===== config.mk =====
export PLATFORM = sky130hd
export DESIGN_NAME = bitonic_block
export DESIGN_NICKNAME = d
export VERILOG_FILES = /design/src/rtl/bitonic_block_pkg.sv /design/src/rtl/bitonic_cas.sv /design/src/rtl/bitonic_block.sv
export SDC_FILE = /design/constraint.sdc
export NUM_CORES = 1
export LEC_CHECK = 0
export BUFFER_PORTS_ARGS = -buffer_cell sky130_fd_sc_hd__buf_2
export CORE_ASPECT_RATIO = 1.5
export CORE_UTILIZATION = 42
export DETAILED_ROUTE_END_ITERATION = 10
export PLACE_DENSITY_LB_ADDON = 0.1
export SLEW_MARGIN = 20
export SYNTH_ARGS = -nofsm -noshare
export SYNTH_HDL_FRONTEND = slang
export SYNTH_SLANG_ARGS = --single-unit

===== constraint.sdc =====
create_clock -name clk -period 0.8 [get_ports clk]
set_input_delay 0.04 -clock clk [delete_from_list [all_inputs] [get_ports clk]]
set_output_delay 0.04 -clock clk [all_outputs]
set_load 0.02 [all_outputs]

===== src/rtl/bitonic_block_pkg.sv =====
// Shared definitions for the bitonic merge block: sort direction and pair indexing.
package bitonic_block_pkg;

    // Direction of one compare-exchange: which of the pair lands on the lower index.
    typedef enum logic {
        DIR_ASC  = 1'b0,
        DIR_DESC = 1'b1
    } sort_dir_t;

    // Lower element index of the p-th compare pair in a layer with half-distance h.
    // Pairs are numbered densely over the elements whose (j mod 2h) < h.
    function automatic int pair_lo_index(input int p, input int h);
        return (p / h) * (2 * h) + (p % h);
    endfunction

endpackage


===== src/rtl/bitonic_cas.sv =====
// Combinational compare-and-swap of two unsigned elements.
// lo feeds the lower element index, hi the upper one. Ascending puts the minimum on lo,
// descending puts the maximum on lo. Equal values pass straight through.
module bitonic_cas
    import bitonic_block_pkg::*;
#(
    parameter int        DATA_WIDTH = 8,
    parameter sort_dir_t DIR        = DIR_ASC
) (
    input  logic [DATA_WIDTH-1:0] a,
    input  logic [DATA_WIDTH-1:0] b,
    output logic [DATA_WIDTH-1:0] lo,
    output logic [DATA_WIDTH-1:0] hi
);

    logic swap;

    // Swap only on strict disorder so ties keep their positions.
    always_comb begin
        swap = (DIR == DIR_ASC) ? (a > b) : (a < b);
        lo   = swap ? b : a;
        hi   = swap ? a : b;
    end

endmodule


===== src/rtl/bitonic_block.sv =====
// Pipelined bitonic merge of N = 2**BLOCK_DEPTH unsigned elements.
// One registered compare-exchange layer per level; a parallel valid shift register
// marks which data_out words came from a valid input. No backpressure: the pipeline
// advances every cycle and the consumer takes data_out whenever done is high.
module bitonic_block
    import bitonic_block_pkg::*;
#(
    parameter int DATA_WIDTH  = 8,
    parameter int BLOCK_DEPTH = 1,
    parameter int POLARITY    = 0
) (
    input  logic                                   clk,
    input  logic                                   reset,
    input  logic [DATA_WIDTH*(2**BLOCK_DEPTH)-1:0] data_in,
    input  logic                                   valid,
    output logic [DATA_WIDTH*(2**BLOCK_DEPTH)-1:0] data_out,
    output logic                                   done
);

    localparam int        N   = 2 ** BLOCK_DEPTH;
    localparam int        W   = DATA_WIDTH * N;
    localparam sort_dir_t DIR = (POLARITY != 0) ? DIR_DESC : DIR_ASC;

    for (genvar l = 0; l < BLOCK_DEPTH; l++) begin : g_layer
        localparam int H = N >> (l + 1);

        logic [W-1:0] d;
        logic [W-1:0] net;
        logic [W-1:0] q;
        logic         v_in;
        logic         v;

        if (l == 0) begin : g_head
            assign d    = data_in;
            assign v_in = valid;
        end else begin : g_tail
            assign d    = g_layer[l-1].q;
            assign v_in = g_layer[l-1].v;
        end

        for (genvar p = 0; p < N / 2; p++) begin : g_pair
            localparam int J = pair_lo_index(p, H);

            bitonic_cas #(
                .DATA_WIDTH(DATA_WIDTH),
                .DIR       (DIR)
            ) u_cas (
                .a (d[DATA_WIDTH*J +: DATA_WIDTH]),
                .b (d[DATA_WIDTH*(J+H) +: DATA_WIDTH]),
                .lo(net[DATA_WIDTH*J +: DATA_WIDTH]),
                .hi(net[DATA_WIDTH*(J+H) +: DATA_WIDTH])
            );
        end

        // Layer register: data and its valid flag advance together every cycle.
        always_ff @(posedge clk or negedge reset) begin
            if (!reset) begin
                q <= '0;
                v <= 1'b0;
            end else begin
                q <= net;
                v <= v_in;
            end
        end
    end

    assign data_out = g_layer[BLOCK_DEPTH-1].q;
    assign done     = g_layer[BLOCK_DEPTH-1].v;

endmodule


==> results.md <==
Global routing:
- Entering global routing, the biggest net connects 18 pins.
- The remaining global-route overflow is 0.
- The overall fraction of global-route tracks in use is 16.6%.
- The via count of the first global-routing pass is 675.
- The first-pass GRT wire length is 2680 µm.
- The initial antenna violation count came to 0.

STA:
- After layout, the worst setup slack is -0.408 ns.
- The number of max-slew violations in the final report came to 0.
- Setup violations remaining at the end of the flow were counted as 33.
- Counting I/O delays and the setup requirement, the final critical path takes 1.21 ns.
- The worst max-slew margin expressed relative to the limit is 74.4%.
- The final worst-path cycle share is 151%.
- The maximum operating frequency is 828 MHz.
- The final-report hold violation count is 0.
- Setup repair after global routing could not meet its margin everywhere.
- At the pin with the least slew margin, the transition time is 0.383 ns.

Routing:
- The post-detailed-route via-to-cell ratio is 4.79.
- For this run, design rule violations remaining after detail routing come to 0.
- The first-iteration detailed-routing DRC count is 5.
- After detailed routing, the total wire length is 1620 µm.
- The routed wirelength normalized by instance count is 12.2 µm.
- The first-pass iteration count of the detailed router is 2.
- The number of nets with antenna violations after routing is 0.
- The final route contains 637 vias.

Clock network:
- In this run the clock root is driven by a sky130_fd_sc_hd__clkbuf_4.
- TritonCTS built the clock tree.
- In this run the number of H-tree levels came out at 1.
- Buffers inserted during clock tree synthesis total 3.
- The clock passes through at most 2 buffers.
- The total clock sinks is 17.
- The post-CTS setup repair buffer count is 0.
- After clock tree synthesis, the clock-pin slew on the worst setup and hold paths is 0.09 ns.

Yosys:
- The average cell area after synthesis is 14.8 µm².
- The most instantiated library cell after synthesis is sky130_fd_sc_hd__dfrtp_1.
- The post-synth design cell area is 902 µm².
- The gate count after technology mapping is 61.
- The Yosys step of the flow raised 0 warnings.
- In this run, synthesis inferred 0 flip-flops with an integrated enable.
- Counting every net in the synthesized netlist gives 88.
- The top-area cell type share of the netlist area is 47.2%.
- The async set-or-reset flop fraction in the synthesized netlist is 100%.
- The share of the Yosys chip area taken by registers is 47.2%.
- Sorting the synthesized cells by area gives the leading types as sky130_fd_sc_hd__dfrtp_1 47%, sky130_fd_sc_hd__mux2_4 17%, sky130_fd_sc_hd__ha_1 11%.
- The synthesized flop and latch total is 17.
- The cell taking the most area after synthesis is sky130_fd_sc_hd__dfrtp_1.
- The commonest cells after synthesis are 17 x sky130_fd_sc_hd__dfrtp_1, 10 x sky130_fd_sc_hd__mux2_4, 8 x sky130_fd_sc_hd__ha_1, 8 x sky130_fd_sc_hd__inv_1, 6 x sky130_fd_sc_hd__mux2_2.
- In this run, distinct cell masters in the synthesized netlist total 15.
- The primary flip-flop cell chosen by synthesis mapping is sky130_fd_sc_hd__dfrtp_1.

Worst setup path:
- The highest net fanout along the worst path is 4.
- At the worst endpoint, the arrival time is 1.38 ns.
- The required arrival time at the worst endpoint is 0.97 ns.
- The worst setup path is captured at a register.
- The worst setup path is launched from an input port.
- The critical path is of the input port to register type.
- Tracing the worst setup path back leads to its startpoint at data_in[9].

Die:
- The number of rows created at floorplan is 20.
- The core outline area is 2030 µm².
- The I/O pin total is 36.
- The effective utilization at floorplan is 44.5%.
- In this run the vertical extent of the chip is 58.8 µm.
- The die footprint is 2340 µm².
- The horizontal extent of the die is 39.8 µm.

Place:
- The number of port buffers is 35.
- The HPWL after detailed placement is 1180 µm.
- The routability-driven placement congestion ratio is 0.683.
- After detailed placement, the design holds a cell count of 127.

Flow run:
- The tool flagged a number of max-cap violations equal to 0.

Cells and area:
- The repair_antennas step left the layout with diodes totalling 0.
- At the end of the flow, the number of nets in the layout was 139.
- The number of standard cells in the layout, taps in and fillers out is 133.
- The area overhead of the layout relative to synthesis is 60.3%.
- Counting the fill cells in the layout gives 147.
- The post-route netlist has 70.3% of its cells at a drive strength greater than 1.

Status:
- The flow ran to the end, but the final reports show violations.
- The checks that failed: negative setup slack.

Hold path:
- The cell depth of the worst hold path is 2.
- The startpoint of the lowest-slack hold path is data_in[10].
- The endpoint of the worst hold-timing path is data_out[2].
- The min-delay analysis places its worst path in the category input port to register.

Pwr:
- Net switching is 29.0% of the power.
- The reported leakage power is 0.726 nW.
- The share of total power in sequential cells is 42.1%.
- The total power is 2.37 mW.
- The clock power share is 18.6%.
- In this run the power spent charging and discharging nets is 0.689 mW.
- Dividing total power by cell area gives a power density of 1640 nW/µm².
- The combinational power share is 39.4%.
- Across the VDD grid, the largest voltage drop is 1230 µV.
- Cell internal power was estimated by the tool at 1.68 mW.
-- worst max-delay path, cell delays in order --
cell	delay [ns]
sky130_fd_sc_hd__buf_12	0.11
sky130_fd_sc_hd__inv_12	0.04
sky130_fd_sc_hd__ha_4	0.18
sky130_fd_sc_hd__nor2b_4	0.12
sky130_fd_sc_hd__o211ai_2	0.14
sky130_fd_sc_hd__a21oi_2	0.09
sky130_fd_sc_hd__o22ai_4	0.17
sky130_fd_sc_hd__buf_4	0.19
sky130_fd_sc_hd__mux2_4	0.30
-- how the worst max path moves through the flow --
stage / end / slack, ns / cells past startpoint
after CTS: data_out[1] / -0.40 / 9
after detailed placement: data_out[1] / -0.85 / 9
final: data_out[13] / -0.41 / 9
after global routing: data_out[5] / -0.48 / 8
after global placement: data_out[1] / -0.80 / 9
after floorplan: data_out[10] / -0.64 / 8
-- state kept, by name, indices dropped and copies added (netlist names) --
register  cells
data_out     16
done          1
-- per-layer routing --
metal	wire length, µm	vias up	part of all wire, %	track usage, %
met4	17	0	1.0	8.87
li1	-	311	-	-
met2	864	20	53	27.6
met3	69	2	4.3	2.26
met1	671	304	41	19.6
met5	0	-	0	0
-- layout by cell type, fill, tap and decap left out, drive strengths merged --
| master | instances |
|---|---|
| dlygate4sd3 | 2 |
| dfrtp | 17 |
| o22ai | 1 |
| buf | 45 |
| nand2 | 1 |
| a21oi | 4 |
| nor2b | 1 |
| mux2 | 16 |
| ha | 8 |
| o211ai | 1 |
| nand4 | 2 |
| o21ai | 1 |
| inv | 8 |
| clkbuf | 4 |
-- final cells by class --
class	instances	area [µm²]	area share [%]
sequential	17	425	29.4
clock buffer	4	26.3	1.82
timing repair buffer	47	405	28.0
tap	22	27.5	1.90
inverter	8	42.5	2.94
multi-input combinational	35	519	35.9
-- power by group through the flow --
stage          sequential (mW)  combinational (mW)  clock [mW]
2_1_floorplan             1.12               0.355           0
3_3_place_gp             0.988               0.718           0
3_5_place_dp             0.991               0.730           0
4_1_cts                  0.999               0.932       0.466
5_1_grt                   1.01                1.00       0.506
6_report                 0.997               0.933       0.440
-- cell families (layout without fill, tap and decap cells) --
kind of cell	after synthesis	in the layout	share of synthesized area, %
buffers and inverters	9	59	5.55
muxes	16	16	24.1
DFF	17	17	47.2
and+or+nand+nor	4	4	4.02
adders and majority gates	8	8	11.1
AOI/OAI and AO/OA	7	7	8.04
-- stage by stage --
stage / setup TNS, ns / cell area [µm²] / setup WS (ns) / hold slack (ns) / util [%]
2_1_floorplan: -9.60 / 947 / -0.640 / -0.256 / -
3_3_place_gp: -12.44 / 1200 / -0.805 / -0.0234 / 59.4
3_5_place_dp: -12.81 / 1200 / -0.846 / -0.0151 / 59.4
4_1_cts: -6.92 / 1440 / -0.396 / 0.0128 / 71.1
5_1_grt: -8.56 / 1450 / -0.478 / 0.0115 / 71.4
6_report: -6.88 / 1450 / -0.408 / 0.0195 / 71.4
-- what timing repair did --
action / in CTS / in global routing
hold buffers: 2 / 0
pin swaps: 5 / 0
endpoints found under the setup margin: 33 / 33
hold endpoints to repair: 18 / 0
gates resized for setup: 51 / 1
gates cloned: 0 / 0
Note: power is estimated with default switching activity, not from simulation.
